`src/rtl/sopc_run_ctrl.sv`:
```
// Run controller for a small SoC core: staggered per-domain reset release,
// a bounded run window, then a frozen DONE state until a restart is requested.
module sopc_run_ctrl #(
  parameter int N_RST      = 2,
  parameter int RST_CYCLES = 10,
  parameter int STAGGER    = 1,
  parameter int RUN_CYCLES = 500,
  parameter int CNT_W      = 32
) (
  input  logic             clk,
  input  logic             rst_n,
  input  logic             start,
  input  logic             halt_i,
  output logic [N_RST-1:0] core_rst_n_o,
  output logic             running_o,
  output logic             done_o,
  output logic             timeout_o,
  output logic [CNT_W-1:0] cycle_cnt_o,
  output logic [1:0]       state_o
);

  // Last hold count: the cycle that releases the final domain.
  localparam int HMAX = RST_CYCLES - 1 + (N_RST - 1) * STAGGER;
  localparam int HW   = (HMAX < 1) ? 1 : $clog2(HMAX + 1);
  localparam logic [CNT_W-1:0] RUN_LAST = CNT_W'(RUN_CYCLES - 1);

  typedef enum logic [1:0] {
    S_HOLD = 2'd0,
    S_RUN  = 2'd1,
    S_DONE = 2'd2
  } state_t;

  state_t           state_q, state_d;
  logic [HW-1:0]    h_q, h_d;
  logic [N_RST-1:0] core_rst_n_q, core_rst_n_d;
  logic             running_q, running_d;
  logic             done_q, done_d;
  logic             timeout_q, timeout_d;
  logic [CNT_W-1:0] cnt_q, cnt_d;

  always_comb begin
    state_d      = state_q;
    h_d          = h_q;
    core_rst_n_d = core_rst_n_q;
    running_d    = running_q;
    done_d       = done_q;
    timeout_d    = timeout_q;
    cnt_d        = cnt_q;

    if (start) begin
      // Restart outranks halt and timeout in every state.
      state_d      = S_HOLD;
      h_d          = '0;
      core_rst_n_d = '0;
      running_d    = 1'b0;
      done_d       = 1'b0;
      timeout_d    = 1'b0;
      cnt_d        = '0;
    end else begin
      case (state_q)
        S_HOLD: begin
          h_d = h_q + HW'(1);
          for (int k = 0; k < N_RST; k++) begin
            if (int'(h_q) == RST_CYCLES - 1 + k * STAGGER) core_rst_n_d[k] = 1'b1;
          end
          if (int'(h_q) >= HMAX) begin
            state_d   = S_RUN;
            running_d = 1'b1;
            h_d       = '0;
          end
        end
        S_RUN: begin
          cnt_d = cnt_q + CNT_W'(1);
          if (halt_i) begin
            state_d      = S_DONE;
            running_d    = 1'b0;
            done_d       = 1'b1;
            timeout_d    = 1'b0;
            core_rst_n_d = '0;
          end else if ((RUN_CYCLES != 0) && (cnt_q == RUN_LAST)) begin
            state_d      = S_DONE;
            running_d    = 1'b0;
            done_d       = 1'b1;
            timeout_d    = 1'b1;
            core_rst_n_d = '0;
          end
        end
        S_DONE: begin
          core_rst_n_d = '0;
        end
        default: begin
          state_d      = S_HOLD;
          h_d          = '0;
          core_rst_n_d = '0;
          running_d    = 1'b0;
          done_d       = 1'b0;
          timeout_d    = 1'b0;
          cnt_d        = '0;
        end
      endcase
    end
  end

  always_ff @(posedge clk) begin
    if (!rst_n) begin
      state_q      <= S_HOLD;
      h_q          <= '0;
      core_rst_n_q <= '0;
      running_q    <= 1'b0;
      done_q       <= 1'b0;
      timeout_q    <= 1'b0;
      cnt_q        <= '0;
    end else begin
      state_q      <= state_d;
      h_q          <= h_d;
      core_rst_n_q <= core_rst_n_d;
      running_q    <= running_d;
      done_q       <= done_d;
      timeout_q    <= timeout_d;
      cnt_q        <= cnt_d;
    end
  end

  assign core_rst_n_o = core_rst_n_q;
  assign running_o    = running_q;
  assign done_o       = done_q;
  assign timeout_o    = timeout_q;
  assign cycle_cnt_o  = cnt_q;
  assign state_o      = state_q;

endmodule

```
`config.mk`:
```
export PLATFORM = sky130hd
export DESIGN_NAME = sopc_run_ctrl
export DESIGN_NICKNAME = d
export VERILOG_FILES = /design/src/rtl/sopc_run_ctrl.sv
export SDC_FILE = /design/constraint.sdc
export NUM_CORES = 1
export LEC_CHECK = 0
export BUFFER_PORTS_ARGS = -buffer_cell sky130_fd_sc_hd__buf_2
export CAP_MARGIN = 10
export CORE_AREA = 2 2 86 88
export CTS_CLUSTER_DIAMETER = 40
export DETAILED_ROUTE_END_ITERATION = 10
export DIE_AREA = 0 0 88 90
export GPL_ROUTABILITY_DRIVEN = 1
export GPL_TIMING_DRIVEN = 1
export PLACE_DENSITY_LB_ADDON = 0.1
export SYNTH_ARGS = -nofsm -noshare
export SYNTH_HDL_FRONTEND = slang
export SYNTH_SLANG_ARGS = --single-unit
```
`constraint.sdc`:
```
create_clock -name clk -period 2.5 [get_ports clk]
set_input_delay 0.25 -clock clk [delete_from_list [all_inputs] [get_ports clk]]
set_output_delay 0.25 -clock clk [all_outputs]
set_load 0.03 [all_outputs]
```
== Word-level counts from Yosys, hierarchy flattened ==
Index checks and enable logic that the tools add are counted.

* Flip-flop bits (word level): 43
* Logic and storage cells: 52
* Input bits: 4

* Eq/ne operators: 9
* Muxes and demuxes: 21
* Reduce and logical (&&, ||, !) cells: 8
* Bitwise operators: 3
* Add/subtract/negate cells: 2
* $lt $le $gt $ge: 1

{| class="wikitable"
|+ Operators by type and width
! cell !! count
|-
| 32-bit one-hot mux with 2 select lines || 1
|-
| 32-bit by 1-bit adder with 32-bit output (second input constant) || 1
|-
| 32-bit by 9-bit equality test with 1-bit output (second input constant) || 1
|-
| 2-bit two-way mux || 5
|-
| 4-bit equality test (second input constant) || 2
|-
| 1-bit two-way mux || 8
|-
| 4-bit one-hot mux with 2 select lines || 1
|-
| 2-bit != test (second input constant) || 3
|-
| 2-bit one-hot mux with 3 select lines || 1
|-
| 2-bit AND reduction || 3
|-
| 2-bit OR reduction || 3
|-
| 4-bit by 1-bit adder with 4-bit output (second input constant) || 1
|-
| 4-bit greater-or-equal comparator (second input constant) || 1
|-
| 4-bit two-way mux || 1
|-
| 1-bit one-hot mux with 2 select lines || 2
|-
| 2-bit one-hot mux with 2 select lines || 1
|-
| 3-bit != test (second input constant) || 1
|-
| 1-bit NOT || 3
|-
| 1-bit one-hot mux with 3 select lines || 1
|-
| 3-bit AND reduction || 1
|-
| 2-bit by 1-bit equality test with 1-bit output (second input constant) || 1
|-
| 2-bit equality test (second input constant) || 1
|-
| 2-bit zero test || 1
|}

== Longest topological paths before layout ==
Gate-level depths: netlist (run 1).

* Word-level depth: 4
* Gate-level depth with buffers: 9
* Mapped depth without buffers: 7

== Least setup slack after synthesis (run 1) ==
Ideal clock, no wire load.

* Path kind: reg2reg
* From: register running_o (netlist name)
* To: register cnt_q[17], in the netlist cycle_cnt_o[17]
* Stages on the path, launching flop included: 10
* Clock period less this slack: 2.076 ns
* Arrival time: 1.960 ns
* Data required time: 2.384 ns
* Setup slack: 0.424 ns
* Buffers on the path: 2
* Cell sequence: dfxtp_1 > inv_1 > ha_1 > buf_6 > and4bb_4 > and4_1 > buf_4 > nand4_1 > xor2_1 > nor2_2

{| class="wikitable"
|+ RTL lines
! item !! line !! source
|-
| end signal, assigned || 120 || <nowiki>cnt_q <= cnt_d;</nowiki>
|-
| end, declared || 39 || <nowiki>logic [CNT_W-1:0] cnt_q, cnt_d;</nowiki>
|}

==> metrics.txt, run 1 <==
# TYPE chip_impl_metric gauge
chip_impl_metric{name="wl_per_cell",unit="um"} 12.8
chip_impl_metric{name="die_span_in_x",unit="um"} 88
chip_impl_info{name="reg_to_reg_critical_path_endpoint",value="cycle_cnt_o[27]$_SDFFE_PP0P_"} 1
chip_impl_metric{name="number_of_standard_cells_in_the_final_layout_excluding_fillers",unit=""} 376
chip_impl_metric{name="dp_hpwl",unit="um"} 3470
chip_impl_metric{name="grt_remaining_overflow",unit=""} 0
chip_impl_metric{name="coreArea",unit="mm2"} 0.00702
chip_impl_metric{name="placement.io_buffers",unit=""} 42
chip_impl_info{name="clock_tree.root_cell",value="clkbuf_8"} 1
chip_impl_metric{name="seq_area_frac_synth",unit="%"} 40.7
chip_impl_metric{name="setup-tns-final",unit="ns"} 0
chip_impl_metric{name="grt_pass1_wl",unit="um"} 8070
chip_impl_metric{name="post_synth_net_total",unit=""} 246
chip_impl_metric{name="cellPowerDensity",unit="mW/mm2"} 498
chip_impl_metric{name="worst_slew_margin_relative_to_its_limit",unit="%"} 63.2
chip_impl_metric{name="grt_util_all_layers",unit="%"} 12.7
chip_impl_metric{name="postCtsHoldBufs",unit=""} 0
chip_impl_metric{name="nNetsFinal",unit=""} 287
chip_impl_info{name="synth.most_common_cell",value="dfxtp_1"} 1
chip_impl_metric{name="yosysWarnings",unit=""} 0
chip_impl_metric{name="synth_cell_types",unit=""} 37
chip_impl_metric{name="placedCellCount",unit=""} 368
chip_impl_info{name="netlist_top_cells_count",value="dfxtp_1 (42), nor2_1 (40), xor2_1 (26)"} 1
chip_impl_metric{name="timing.clock.skew",unit="ns"} 0.00863
chip_impl_metric{name="grt_start_max_net_pins",unit=""} 34
chip_impl_metric{name="whs_path_depth",unit=""} 3
chip_impl_metric{name="fin_crit",unit="ns"} 2.09
chip_impl_metric{name="leakage",unit="nW"} 0.992
chip_impl_metric{name="drt_iter0_markers",unit=""} 60
chip_impl_metric{name="detail_route.first_pass.iterations",unit=""} 4
chip_impl_metric{name="number_of_flops_mapped_to_enable_cells_by_yosys",unit=""} 0
chip_impl_metric{name="start_util",unit="%"} 29.4
chip_impl_metric{name="worst_pin_slew",unit="ns"} 0.551
chip_impl_info{name="timing.hold.worst.start",value="halt_i"} 1
chip_impl_metric{name="clock_latency",unit="ns"} 0.30
chip_impl_info{name="kind_of_start_point_of_the_critical_path",value="flip-flop"} 1
chip_impl_info{name="hold_class",value="primary input to flip-flop"} 1
chip_impl_metric{name="worst-endpoint-required",unit="ns"} 2.67
chip_impl_metric{name="antenna_left",unit=""} 0
chip_impl_metric{name="synth-async-reset-ratio",unit="%"} 0
chip_impl_info{name="synth_top_flop_cell",value="dfxtp_1"} 1
chip_impl_metric{name="vdd.ir_drop.worst",unit="mV"} 0.208
chip_impl_metric{name="vias_in_the_first_global_route",unit=""} 1638
chip_impl_metric{name="detail_route.drc_violations",unit=""} 0
chip_impl_metric{name="syn_avg_cell_area",unit="um2"} 8.79
chip_impl_metric{name="post_cts_buffers",unit=""} 0
chip_impl_metric{name="rrSetupSlack",unit="ns"} 0.41
chip_impl_metric{name="clock_slew_at_the_register_clock_pins_of_the_worst_setup_and_hold_paths",unit="ns"} 0.08
chip_impl_metric{name="nFillCells",unit=""} 765
chip_impl_metric{name="cts-resized-gates",unit=""} 0
chip_impl_metric{name="final_core_utilization",unit="%"} 35.0
chip_impl_metric{name="cts-buffers-inserted",unit=""} 5
chip_impl_metric{name="maxClockFrequency",unit="MHz"} 478
chip_impl_info{name="criticalPathCategory",value="flip-flop to flip-flop"} 1
chip_impl_metric{name="antenna_found_initial",unit=""} 0
chip_impl_metric{name="layout-drive-gt1-share",unit="%"} 20.9
chip_impl_metric{name="antenna_cells_inserted",unit=""} 0
chip_impl_metric{name="cap_violations",unit=""} 0
chip_impl_metric{name="post_synth_instance_area",unit="mm2"} 0.00206
chip_impl_metric{name="die_height",unit="um"} 90
chip_impl_metric{name="num_clock_sinks",unit=""} 42
chip_impl_info{name="rsz0062_at_grt",value="false"} 1
chip_impl_metric{name="r2r_cells",unit=""} 7
chip_impl_metric{name="layout-area-overhead-vs-synth",unit="%"} 19.2
chip_impl_metric{name="htree_levels",unit=""} 2
chip_impl_metric{name="finalCritPeriodShare",unit="%"} 83.7
chip_impl_metric{name="critical_path_arrival",unit="ns"} 2.27
chip_impl_metric{name="setup_viol",unit=""} 0
chip_impl_info{name="end_kind",value="flip-flop"} 1
chip_impl_info{name="synth.largest_area_cell",value="dfxtp_1"} 1
chip_impl_metric{name="clock_path_buffers",unit=""} 2
chip_impl_metric{name="synth-seq-cells",unit=""} 42
chip_impl_metric{name="wl_final",unit="um"} 4830
chip_impl_info{name="outcome",value="completed"} 1
chip_impl_info{name="cts_tree",value="yes"} 1
chip_impl_metric{name="routabilityCongestion",unit=""} 0.798
chip_impl_info{name="main_area_contributors_after_synthesis",value="dfxtp_1 (41%), xor2_1 (11%), nor2_1 (7.3%)"} 1
chip_impl_info{name="crit-reg2reg-launch",value="running_o$_SDFFE_PP0P_"} 1
chip_impl_metric{name="synthCells",unit=""} 235
chip_impl_metric{name="final_report_hold_violation_count",unit=""} 0
chip_impl_info{name="worst_hold_path.endpoint",value="state_o[1]$_SDFFE_PP0P_"} 1
chip_impl_metric{name="dr_total_vias",unit=""} 1707
chip_impl_metric{name="die_area",unit="mm2"} 0.00792
chip_impl_metric{name="post_drt_via_cell_ratio",unit=""} 4.54
chip_impl_metric{name="boundaryPins",unit=""} 43
chip_impl_metric{name="finalMaxSlewViolations",unit=""} 0
chip_impl_metric{name="row_count",unit=""} 31
chip_impl_metric{name="yosys.area.top_type_share",unit="%"} 40.7
chip_impl_metric{name="crit_fanout",unit=""} 9
[worst max-delay path by stage]
stage,from,end,depth (start not counted)
6_report,running_o$_SDFFE_PP0P_,cycle_cnt_o[27]$_SDFFE_PP0P_,7
4_1_cts,running_o$_SDFFE_PP0P_,cycle_cnt_o[26]$_SDFFE_PP0P_,7
3_5_place_dp,running_o$_SDFFE_PP0P_,cycle_cnt_o[26]$_SDFFE_PP0P_,7
2_1_floorplan,running_o$_SDFFE_PP0P_,cycle_cnt_o[17]$_SDFFE_PP0P_,9
3_3_place_gp,running_o$_SDFFE_PP0P_,cycle_cnt_o[26]$_SDFFE_PP0P_,7
5_1_grt,running_o$_SDFFE_PP0P_,cycle_cnt_o[27]$_SDFFE_PP0P_,7
[cell usage in the layout (no fill, tap or decap), types with 2 or more instances in the layout]
cell type and count:
and2_1 2, xor2_1 26, ha_1 7, a211oi_1 2
nand2_1 11, dfxtp_1 42, buf_2 42, nor2b_1 4
inv_1 7, o31ai_1 2, nor2_1 40, and3_1 4
and4_1 8, nand4_1 16, clkbuf_8 5, a21oi_1 7
clkinv_2 2, o21ai_0 3, nor3_1 8, nand2b_1 2
nor4_1 6, nand3_1 8, xnor2_1 7
[report_power, final]
group	switching, mW	total [mW]	leakage [nW]	internal [mW]
Clock	0.235	0.529	0.0579	0.294
Combinational	0.0170	0.0248	0.595	0.00776
Sequential	0.00231	0.672	0.338	0.670
[final cells by class]
cell class                      instances  area (um2)  area share (%)
Clock buffer                            5        68.8            2.80
Tap cell                               99         124            5.04
Timing Repair Buffer                   43         218            8.85
Sequential cell                        42         841            34.2
Inverter                                7        26.3            1.07
Clock inverter                          3        40.0            1.63
Multi-Input combinational cell        177        1140            46.4
[stage by stage]
step | total power [mW] | setup WS, ns | hold slack, ns | instance area, um2
2_1_floorplan | 0.705 | 0.424 | 0.424 | 2060
3_3_place_gp | 0.714 | 0.454 | 0.435 | 2350
3_5_place_dp | 0.713 | 0.421 | 0.439 | 2350
4_1_cts | 1.25 | 0.387 | 0.262 | 2460
5_1_grt | 1.29 | 0.213 | 0.298 | 2460
6_report | 1.23 | 0.406 | 0.256 | 2460
[logic make-up (layout without fill, tap and decap cells)]
logic type	count (synthesis)	count (layout)	share of synthesized area [%]
AO/OA/AOI/OAI	19	19	5.70
XOR/XNOR	33	33	14.0
adder cells (fa/ha/maj)	7	7	4.24
buffers and inverters	16	58	4.12
flip-flops	42	42	40.7
multiplexers	1	1	0.485
AND/OR/NAND/NOR	117	117	30.7
[critical path: stages (launching register included)]
cell and delay [ns]:
dfxtp_1 0.41, inv_1 0.10, ha_1 0.29, and4bb_4 0.37, and4_1 0.42, nand4_1 0.17
xor2_1 0.17, nor2_1 0.05
[routing by layer]
metal / global-route usage (%) / vias to the layer above / wire length [um] / part of all wire, %
li1: - / 903 / - / -
met1: 17.8 / 765 / 2430 / 50
met2: 18.9 / 32 / 2120 / 44
met3: 3.12 / 7 / 215 / 4.5
met4: 4.23 / 0 / 66 / 1.4
met5: 0 / - / 0 / 0
[flip-flops by register name, indices dropped and copies added (netlist names)]
signal / cells
core_rst_n_o: 2
cycle_cnt_o: 32
done_o: 1
h_q: 4
running_o: 1
state_o: 1
timeout_o: 1
Power figures use the tool's default switching activity.
==> inputs of run 2 (changes only) <==
- ABC_AREA: not set -> 1
- CORE_AREA: 2 2 86 88 -> 2 2 91 93
- DIE_AREA: 0 0 88 90 -> 0 0 93 95
- clock period: 2.5 -> 1.9 ns (I/O delays scaled with it)
==> run 2 against run 1 <==
  * Cell count grew 39%
  * Largest cell class unchanged
  * Clock power grew 6.0%
  * Worst hold slack gained 0.027 ns
  * Critical path type unchanged
==> metrics.txt, run 2 <==
# TYPE chip_impl_metric gauge
chip_impl_info{name="cts_tree",value="yes"} 1
chip_impl_metric{name="worst_slew_margin_relative_to_its_limit",unit="%"} 68.1
chip_impl_metric{name="routabilityCongestion",unit=""} 0.819
chip_impl_metric{name="drt_iter0_markers",unit=""} 89
chip_impl_metric{name="worst-endpoint-required",unit="ns"} 2.09
chip_impl_info{name="synth.largest_area_cell",value="dfxtp_1"} 1
chip_impl_info{name="startpoint",value="running_o$_SDFFE_PP0P_"} 1
chip_impl_info{name="reg_to_reg_critical_path_endpoint",value="cycle_cnt_o[24]$_SDFFE_PP0P_"} 1
chip_impl_info{name="end_kind",value="flip-flop"} 1
chip_impl_metric{name="cp_num_buf_inv",unit=""} 3
chip_impl_metric{name="switching_share",unit="%"} 22.6
chip_impl_metric{name="grt_pass1_wl",unit="um"} 11000
chip_impl_metric{name="synth-async-reset-ratio",unit="%"} 0
chip_impl_metric{name="number_of_standard_cells_in_the_final_layout_excluding_fillers",unit=""} 523
chip_impl_metric{name="worst_pin_slew",unit="ns"} 0.473
chip_impl_info{name="netlist_top_cells_count",value="nand2_1 (81), nor2_1 (71), inv_1 (51)"} 1
chip_impl_info{name="synth.most_common_cell",value="nand2_1"} 1
chip_impl_metric{name="grt_util_all_layers",unit="%"} 16.0
chip_impl_metric{name="synthCells",unit=""} 358
chip_impl_metric{name="sequentialPowerShare",unit="%"} 59.4
chip_impl_metric{name="detail_route.first_pass.iterations",unit=""} 5
chip_impl_info{name="synth_top_flop_cell",value="dfxtp_1"} 1
chip_impl_metric{name="timing.clock.skew",unit="ns"} 0.00783
chip_impl_metric{name="grt_start_max_net_pins",unit=""} 23
chip_impl_metric{name="layout-drive-gt1-share",unit="%"} 20.1
chip_impl_metric{name="detail_route.drc_violations",unit=""} 0
chip_impl_metric{name="htree_levels",unit=""} 2
chip_impl_metric{name="antenna_cells_inserted",unit=""} 0
chip_impl_metric{name="coreArea",unit="mm2"} 0.00793
chip_impl_metric{name="die_height",unit="um"} 95
chip_impl_metric{name="yosys.area.top_type_share",unit="%"} 36.3
chip_impl_metric{name="nFillCells",unit=""} 907
chip_impl_metric{name="final_report_hold_violation_count",unit=""} 0
chip_impl_metric{name="antenna_found_initial",unit=""} 0
chip_impl_metric{name="net-switching-power",unit="mW"} 0.337
chip_impl_metric{name="synth-seq-cells",unit=""} 42
chip_impl_metric{name="share_comb_of_total_power",unit="%"} 2.9
chip_impl_metric{name="dr_total_vias",unit=""} 2383
chip_impl_metric{name="setup_viol",unit=""} 0
chip_impl_info{name="crit-reg2reg-launch",value="running_o$_SDFFE_PP0P_"} 1
chip_impl_metric{name="fin_crit",unit="ns"} 1.79
chip_impl_metric{name="dp_hpwl",unit="um"} 5150
chip_impl_info{name="layout.cells.most_common_list",value="nand2_1 (79), nor2_1 (68), inv_1 (51)"} 1
chip_impl_metric{name="synth_cell_types",unit=""} 29
chip_impl_info{name="layout_commonest_cell",value="nand2_1"} 1
chip_impl_info{name="main_area_contributors_after_synthesis",value="dfxtp_1 (36%), nand2_1 (13%), nor2_1 (12%)"} 1
chip_impl_metric{name="nNetsFinal",unit=""} 429
chip_impl_metric{name="grt_remaining_overflow",unit=""} 0
chip_impl_metric{name="maxClockFrequency",unit="MHz"} 557
chip_impl_info{name="path_delay_family",value="simple AND/OR/NAND/NOR gates"} 1
chip_impl_metric{name="placement.io_buffers",unit=""} 42
chip_impl_info{name="timing.hold.worst.start",value="halt_i"} 1
chip_impl_info{name="outcome",value="completed"} 1
chip_impl_metric{name="finalMaxSlewViolations",unit=""} 0
chip_impl_metric{name="rrSetupSlack",unit="ns"} 0.11
chip_impl_metric{name="largest_register_ff_count",unit=""} 32
chip_impl_metric{name="num_clock_sinks",unit=""} 42
chip_impl_metric{name="design_area",unit="mm2"} 0.00287
chip_impl_metric{name="critical_path_arrival",unit="ns"} 1.98
chip_impl_metric{name="post_synth_net_total",unit=""} 369
chip_impl_metric{name="wl_per_cell",unit="um"} 12.5
chip_impl_info{name="clock_tree.root_cell",value="clkbuf_8"} 1
chip_impl_info{name="worst_hold_path.endpoint",value="timeout_o$_SDFFE_PP0P_"} 1
chip_impl_metric{name="clock_path_buffers",unit=""} 2
chip_impl_info{name="cp_common_cell",value="buf_4"} 1
chip_impl_metric{name="cellInternalPower",unit="mW"} 1.15
chip_impl_metric{name="antenna_left",unit=""} 0
chip_impl_info{name="kind_of_start_point_of_the_critical_path",value="flip-flop"} 1
chip_impl_metric{name="postCtsHoldBufs",unit=""} 0
chip_impl_metric{name="wl_final",unit="um"} 6560
chip_impl_metric{name="yosysWarnings",unit=""} 0
chip_impl_metric{name="seq_area_frac_synth",unit="%"} 36.3
chip_impl_metric{name="layout-area-overhead-vs-synth",unit="%"} 23.7
chip_impl_metric{name="cts-buffers-inserted",unit=""} 5
chip_impl_metric{name="cap_violations",unit=""} 0
chip_impl_metric{name="row_count",unit=""} 33
chip_impl_metric{name="boundaryPins",unit=""} 43
chip_impl_metric{name="start_util",unit="%"} 29.2
chip_impl_metric{name="cellPowerDensity",unit="mW/mm2"} 519
chip_impl_metric{name="r2r_cells",unit=""} 10
chip_impl_metric{name="max_stage_delay",unit="ns"} 0.33
chip_impl_metric{name="number_of_flops_mapped_to_enable_cells_by_yosys",unit=""} 0
chip_impl_metric{name="post_synth_instance_area",unit="mm2"} 0.00232
chip_impl_info{name="worstPathCellList",value="inv_1 -> ha_1 -> buf_4 -> nor2_4 -> nand3_4 -> nor2_8 -> buf_4 -> nand3_1 -> o21ai_0 -> nor2_1"} 1
chip_impl_metric{name="clock_slew_at_the_register_clock_pins_of_the_worst_setup_and_hold_paths",unit="ns"} 0.08
chip_impl_metric{name="clkPwrFrac",unit="%"} 37.7
chip_impl_metric{name="clock_latency",unit="ns"} 0.30
chip_impl_metric{name="vdd.ir_drop.worst",unit="mV"} 0.238
chip_impl_info{name="criticalPathCategory",value="flip-flop to flip-flop"} 1
chip_impl_metric{name="post_drt_via_cell_ratio",unit=""} 4.56
chip_impl_metric{name="die_span_in_x",unit="um"} 93
chip_impl_metric{name="die_area",unit="mm2"} 0.00884
chip_impl_info{name="hold_class",value="primary input to flip-flop"} 1
chip_impl_info{name="crit_path_top_delay_cell",value="dfxtp_1"} 1
chip_impl_metric{name="finalCritPeriodShare",unit="%"} 94.4
chip_impl_metric{name="placedCellCount",unit=""} 511
chip_impl_metric{name="placed_area",unit="mm2"} 0.00270
chip_impl_metric{name="syn_avg_cell_area",unit="um2"} 6.47
chip_impl_metric{name="leakage",unit="nW"} 1.25
chip_impl_metric{name="vias_in_the_first_global_route",unit=""} 2318
chip_impl_metric{name="whs_path_depth",unit=""} 4
chip_impl_metric{name="crit_fanout",unit=""} 6
[run 2: how the worst max path moves through the flow]
stage               cells past startpoint  slack, ns                           end
finish                                 10       0.11  cycle_cnt_o[24]$_SDFFE_PP0P_
global route                           11      -0.03  cycle_cnt_o[28]$_SDFFE_PP0P_
detailed placement                      9      0.003  cycle_cnt_o[26]$_SDFFE_PP0P_
CTS                                    11       0.05  cycle_cnt_o[30]$_SDFFE_PP0P_
global placement                        9       0.03  cycle_cnt_o[26]$_SDFFE_PP0P_
floorplan                              10       0.04  cycle_cnt_o[28]$_SDFFE_PP0P_
[run 2: logic make-up after synthesis]
family | synth area share [%]
and+or+nand+nor | 37.9
buffers and inverters | 10.0
AOI/OAI and AO/OA | 10.8
DFF | 36.3
adders and majority gates | 3.78
xor gates and xnor gates | 1.13
[run 2: layout make-up]
type                    instances  area (um2)  area share, %
multi-input cells             258        1290           44.9
flip-flops and latches         42         841           29.3
repair buffers                 57         327           11.4
inverters                      54         203           7.07
well taps                     105         131           4.59
clock buffers                   7        76.3           2.66
[run 2: what timing repair did]
| action | CTS | global route |
|---|---|---|
| pin swaps | 0 | 4 |
| setup buffers | 0 | 5 |
| setup endpoints to repair | 1 | 12 |
| gates resized for setup | 1 | 11 |
[run 2: stage by stage]
step                hold slack (ns)  power, mW  util, %  setup TNS, ns  worst slack (ns)
CTS                           0.271       1.52     35.1              0            0.0545
detailed placement            0.444      0.947     34.1              0           0.00277
global placement              0.441      0.947     34.1              0            0.0316
global route                  0.281       1.55     36.1        -0.0261           -0.0257
floorplan                     0.391      0.931        -              0            0.0380
finish                        0.283       1.49     36.1              0             0.106
[run 2: power by group through the flow]
stage | Clock, mW | Sequential (mW) | Combinational, mW
after floorplan | 0 | 0.904 | 0.0272
after global placement | 0 | 0.905 | 0.0427
after detailed placement | 0 | 0.905 | 0.0423
after CTS | 0.589 | 0.884 | 0.0425
after global routing | 0.618 | 0.885 | 0.0482
final | 0.561 | 0.884 | 0.0428
[run 2: tightest hold or removal path: stages]
cell	delay, ns
buf_2	0.08
nor2_1	0.04
o21ai_0	0.18
a21oi_1	0.05
[run 2: routing by layer]
metal,part of all wire (%),track usage (%)
met5,0,0
met4,2.4,6.25
met3,5.4,3.91
met2,46,28.2
met1,46,18.8
==> inputs of run 3 (changes only) <==
- PLACE_DENSITY: not set -> 0.52
- PLACE_DENSITY_LB_ADDON: 0.1 -> not set
==> run 3 against run 2 <==
  * Sequential cell count unchanged
  * Cell count fell by 0.96%
  * Via count fell by 1.7%
  * Fmax increased by 6.3%
  * Core utilization decreased by 0.73 points
  * First-iteration DRC count is 31% higher
  * Non-clock buffer count down 6
  * Clock power up 8.6%
  * Sequential power about the same
  * Count of clock-buffer cells in the layout is the same
  * Power is 3.3% higher
  * Global-route usage fell by 1.3 points
  * Critical path type unchanged
  * Largest power group unchanged
  * Highest routed layer unchanged
==> metrics.txt, run 3 (synthesis results as in run 2) <==
# TYPE chip_impl_metric gauge
chip_impl_metric{name="cp_num_buf_inv",unit=""} 2
chip_impl_metric{name="post_drt_via_cell_ratio",unit=""} 4.52
chip_impl_info{name="criticalPathCategory",value="flip-flop to flip-flop"} 1
chip_impl_metric{name="number_of_standard_cells_in_the_final_layout_excluding_fillers",unit=""} 518
chip_impl_metric{name="cellPowerDensity",unit="mW/mm2"} 547
chip_impl_info{name="cts_tree",value="yes"} 1
chip_impl_info{name="kind_of_start_point_of_the_critical_path",value="flip-flop"} 1
chip_impl_metric{name="seq_area",unit="um2"} 842
chip_impl_metric{name="grt_remaining_overflow",unit=""} 0
chip_impl_metric{name="die_span_in_x",unit="um"} 93
chip_impl_info{name="outcome",value="completed"} 1
chip_impl_metric{name="dp_hpwl",unit="um"} 4910
chip_impl_metric{name="finalCritPeriodShare",unit="%"} 88.8
chip_impl_metric{name="worst-endpoint-required",unit="ns"} 2.09
chip_impl_metric{name="vdd.ir_drop.worst",unit="mV"} 0.273
chip_impl_metric{name="antenna_cells_inserted",unit=""} 0
chip_impl_metric{name="layout-area-overhead-vs-synth",unit="%"} 21.2
chip_impl_info{name="crit_path_top_delay_cell",value="dfxtp_1"} 1
chip_impl_metric{name="final_report_hold_violation_count",unit=""} 0
chip_impl_metric{name="clock_latency",unit="ns"} 0.29
chip_impl_metric{name="setup_viol",unit=""} 0
chip_impl_info{name="worst_hold_path.endpoint",value="timeout_o$_SDFFE_PP0P_"} 1
chip_impl_metric{name="layout-drive-gt1-share",unit="%"} 18.9
chip_impl_metric{name="worst_slew_margin_relative_to_its_limit",unit="%"} 66.4
chip_impl_info{name="crit-reg2reg-launch",value="state_o[1]$_SDFFE_PP0P_"} 1
chip_impl_metric{name="wl_per_cell",unit="um"} 12.0
chip_impl_metric{name="antenna_found_initial",unit=""} 0
chip_impl_metric{name="whs_path_depth",unit=""} 4
chip_impl_metric{name="placedCellCount",unit=""} 508
chip_impl_metric{name="vias_in_the_first_global_route",unit=""} 2234
chip_impl_metric{name="grt_start_max_net_pins",unit=""} 15
chip_impl_metric{name="htree_levels",unit=""} 2
chip_impl_metric{name="dr_total_vias",unit=""} 2343
chip_impl_metric{name="clock_slew_at_the_register_clock_pins_of_the_worst_setup_and_hold_paths",unit="ns"} 0.08
chip_impl_info{name="timing.hold.worst.start",value="halt_i"} 1
chip_impl_metric{name="die_area",unit="mm2"} 0.00884
chip_impl_metric{name="placement.io_buffers",unit=""} 42
chip_impl_metric{name="finalMaxSlewViolations",unit=""} 0
chip_impl_metric{name="nNetsFinal",unit=""} 423
chip_impl_metric{name="multi_input_comb_area",unit="mm2"} 0.00126
chip_impl_metric{name="maxClockFrequency",unit="MHz"} 593
chip_impl_info{name="hold_class",value="primary input to flip-flop"} 1
chip_impl_metric{name="antenna_left",unit=""} 0
chip_impl_metric{name="die_height",unit="um"} 95
chip_impl_info{name="rsz0062_at_grt",value="true"} 1
chip_impl_metric{name="largest_register_ff_count",unit=""} 32
chip_impl_metric{name="num_clock_sinks",unit=""} 42
chip_impl_metric{name="cts-buffers-inserted",unit=""} 5
chip_impl_metric{name="start_util",unit="%"} 29.2
chip_impl_metric{name="coreArea",unit="mm2"} 0.00793
chip_impl_metric{name="rrSetupSlack",unit="ns"} 0.21
chip_impl_metric{name="detail_route.drc_violations",unit=""} 0
chip_impl_metric{name="boundaryPins",unit=""} 43
chip_impl_metric{name="routabilityCongestion",unit=""} 0.850
chip_impl_info{name="worstPathCellList",value="inv_1 -> ha_2 -> inv_2 -> nand2_1 -> nor2_2 -> nand3_2 -> nor2_2 -> nand3_1 -> nand2_1 -> nor2_1"} 1
chip_impl_metric{name="max_stage_delay",unit="ns"} 0.36
chip_impl_info{name="layout.cells.most_common_list",value="nand2_1 (81), nor2_1 (69), inv_1 (51)"} 1
chip_impl_metric{name="row_count",unit=""} 33
chip_impl_info{name="clock_tree.root_cell",value="clkbuf_8"} 1
chip_impl_metric{name="leakage",unit="nW"} 1.22
chip_impl_metric{name="postCtsHoldBufs",unit=""} 0
chip_impl_info{name="end_kind",value="flip-flop"} 1
chip_impl_metric{name="timing.clock.skew",unit="ns"} 0.00561
chip_impl_metric{name="r2r_cells",unit=""} 10
chip_impl_metric{name="critical_path_arrival",unit="ns"} 1.88
chip_impl_metric{name="detail_route.first_pass.iterations",unit=""} 4
chip_impl_metric{name="crit_fanout",unit=""} 6
chip_impl_metric{name="grt_util_all_layers",unit="%"} 14.8
chip_impl_info{name="path_delay_family",value="simple AND/OR/NAND/NOR gates"} 1
chip_impl_metric{name="design_area",unit="mm2"} 0.00281
chip_impl_metric{name="fin_crit",unit="ns"} 1.69
chip_impl_metric{name="grt_pass1_wl",unit="um"} 10400
chip_impl_metric{name="wl_final",unit="um"} 6230
chip_impl_metric{name="drt_iter0_markers",unit=""} 117
chip_impl_metric{name="cap_violations",unit=""} 0
chip_impl_info{name="layout_commonest_cell",value="nand2_1"} 1
chip_impl_metric{name="placed_area",unit="mm2"} 0.00268
chip_impl_info{name="startpoint",value="state_o[1]$_SDFFE_PP0P_"} 1
chip_impl_metric{name="setup-tns-final",unit="ns"} 0
chip_impl_metric{name="nFillCells",unit=""} 928
chip_impl_info{name="reg_to_reg_critical_path_endpoint",value="cycle_cnt_o[31]$_SDFFE_PP0P_"} 1
chip_impl_metric{name="clock_path_buffers",unit=""} 2
chip_impl_metric{name="worst_pin_slew",unit="ns"} 0.498
## run 3: cell count changes in the layout (fill, tap and decap cells not counted), moves of 2 or more
cell / previous run / this run
nor3_2: 3 / 1
nor3_1: 16 / 18
ha_1: 7 / 5
buf_4: 14 / 9
ha_2: 0 / 2
nand2_1: 79 / 81
nand2_2: 4 / 2
## run 3: worst register-to-register path: stages, from the launching register on
cell and delay (ns):
dfxtp_1 0.36, inv_1 0.09, ha_2 0.20, inv_2 0.07
nand2_1 0.11, nor2_2 0.14, nand3_2 0.16, nor2_2 0.24
nand3_1 0.11, nand2_1 0.08, nor2_1 0.04
## run 3: report_power, final
part           total (mW)  switching, mW  internal (mW)  leakage, nW
clock               0.609          0.315          0.294       0.0482
sequential          0.884        0.00237          0.881        0.339
combinational      0.0445         0.0277         0.0168        0.831
total                1.54          0.345           1.19         1.22
## run 3: area by class of cell
cell class	instances	share of cell area (%)
clock buffer	7	3.07
multi-input combinational	258	45.0
timing repair buffer	51	9.89
inverter	54	7.22
tap	105	4.68
sequential	42	30.0
clock inverter	1	0.178
## run 3: worst max-delay path by stage
stage	endpoint	slack (ns)	cells past startpoint
after floorplan	cycle_cnt_o[28]$_SDFFE_PP0P_	0.04	10
after global placement	cycle_cnt_o[28]$_SDFFE_PP0P_	0.10	10
after detailed placement	cycle_cnt_o[31]$_SDFFE_PP0P_	0.07	10
after CTS	cycle_cnt_o[31]$_SDFFE_PP0P_	0.06	10
after global routing	cycle_cnt_o[31]$_SDFFE_PP0P_	-0.007	10
final	cycle_cnt_o[31]$_SDFFE_PP0P_	0.21	10
## run 3: routing by layer
| metal | track usage (%) | wire length (um) | vias to the layer above |
|---|---|---|---|
| li1 | - | - | 1242 |
| met2 | 26.0 | 3050 | 43 |
| met5 | 0 | 0 | - |
| met4 | 4.53 | 87 | 0 |
| met3 | 3.11 | 263 | 6 |
| met1 | 18.2 | 2830 | 1052 |
## run 3: what timing repair did
item                       CTS  global route
setup endpoints to repair    0            10
buffers inserted             0             2
gates resized for setup      0             8
## run 3: through the flow
stage,util (%),setup WS [ns],power (mW),hold WS [ns]
after global placement,33.8,0.102,0.949,0.437
after detailed placement,33.8,0.0717,0.949,0.441
final,35.4,0.213,1.54,0.279
after global routing,35.4,-0.00651,1.60,0.323
after floorplan,-,0.0380,0.931,0.391
after CTS,35.0,0.0555,1.56,0.281
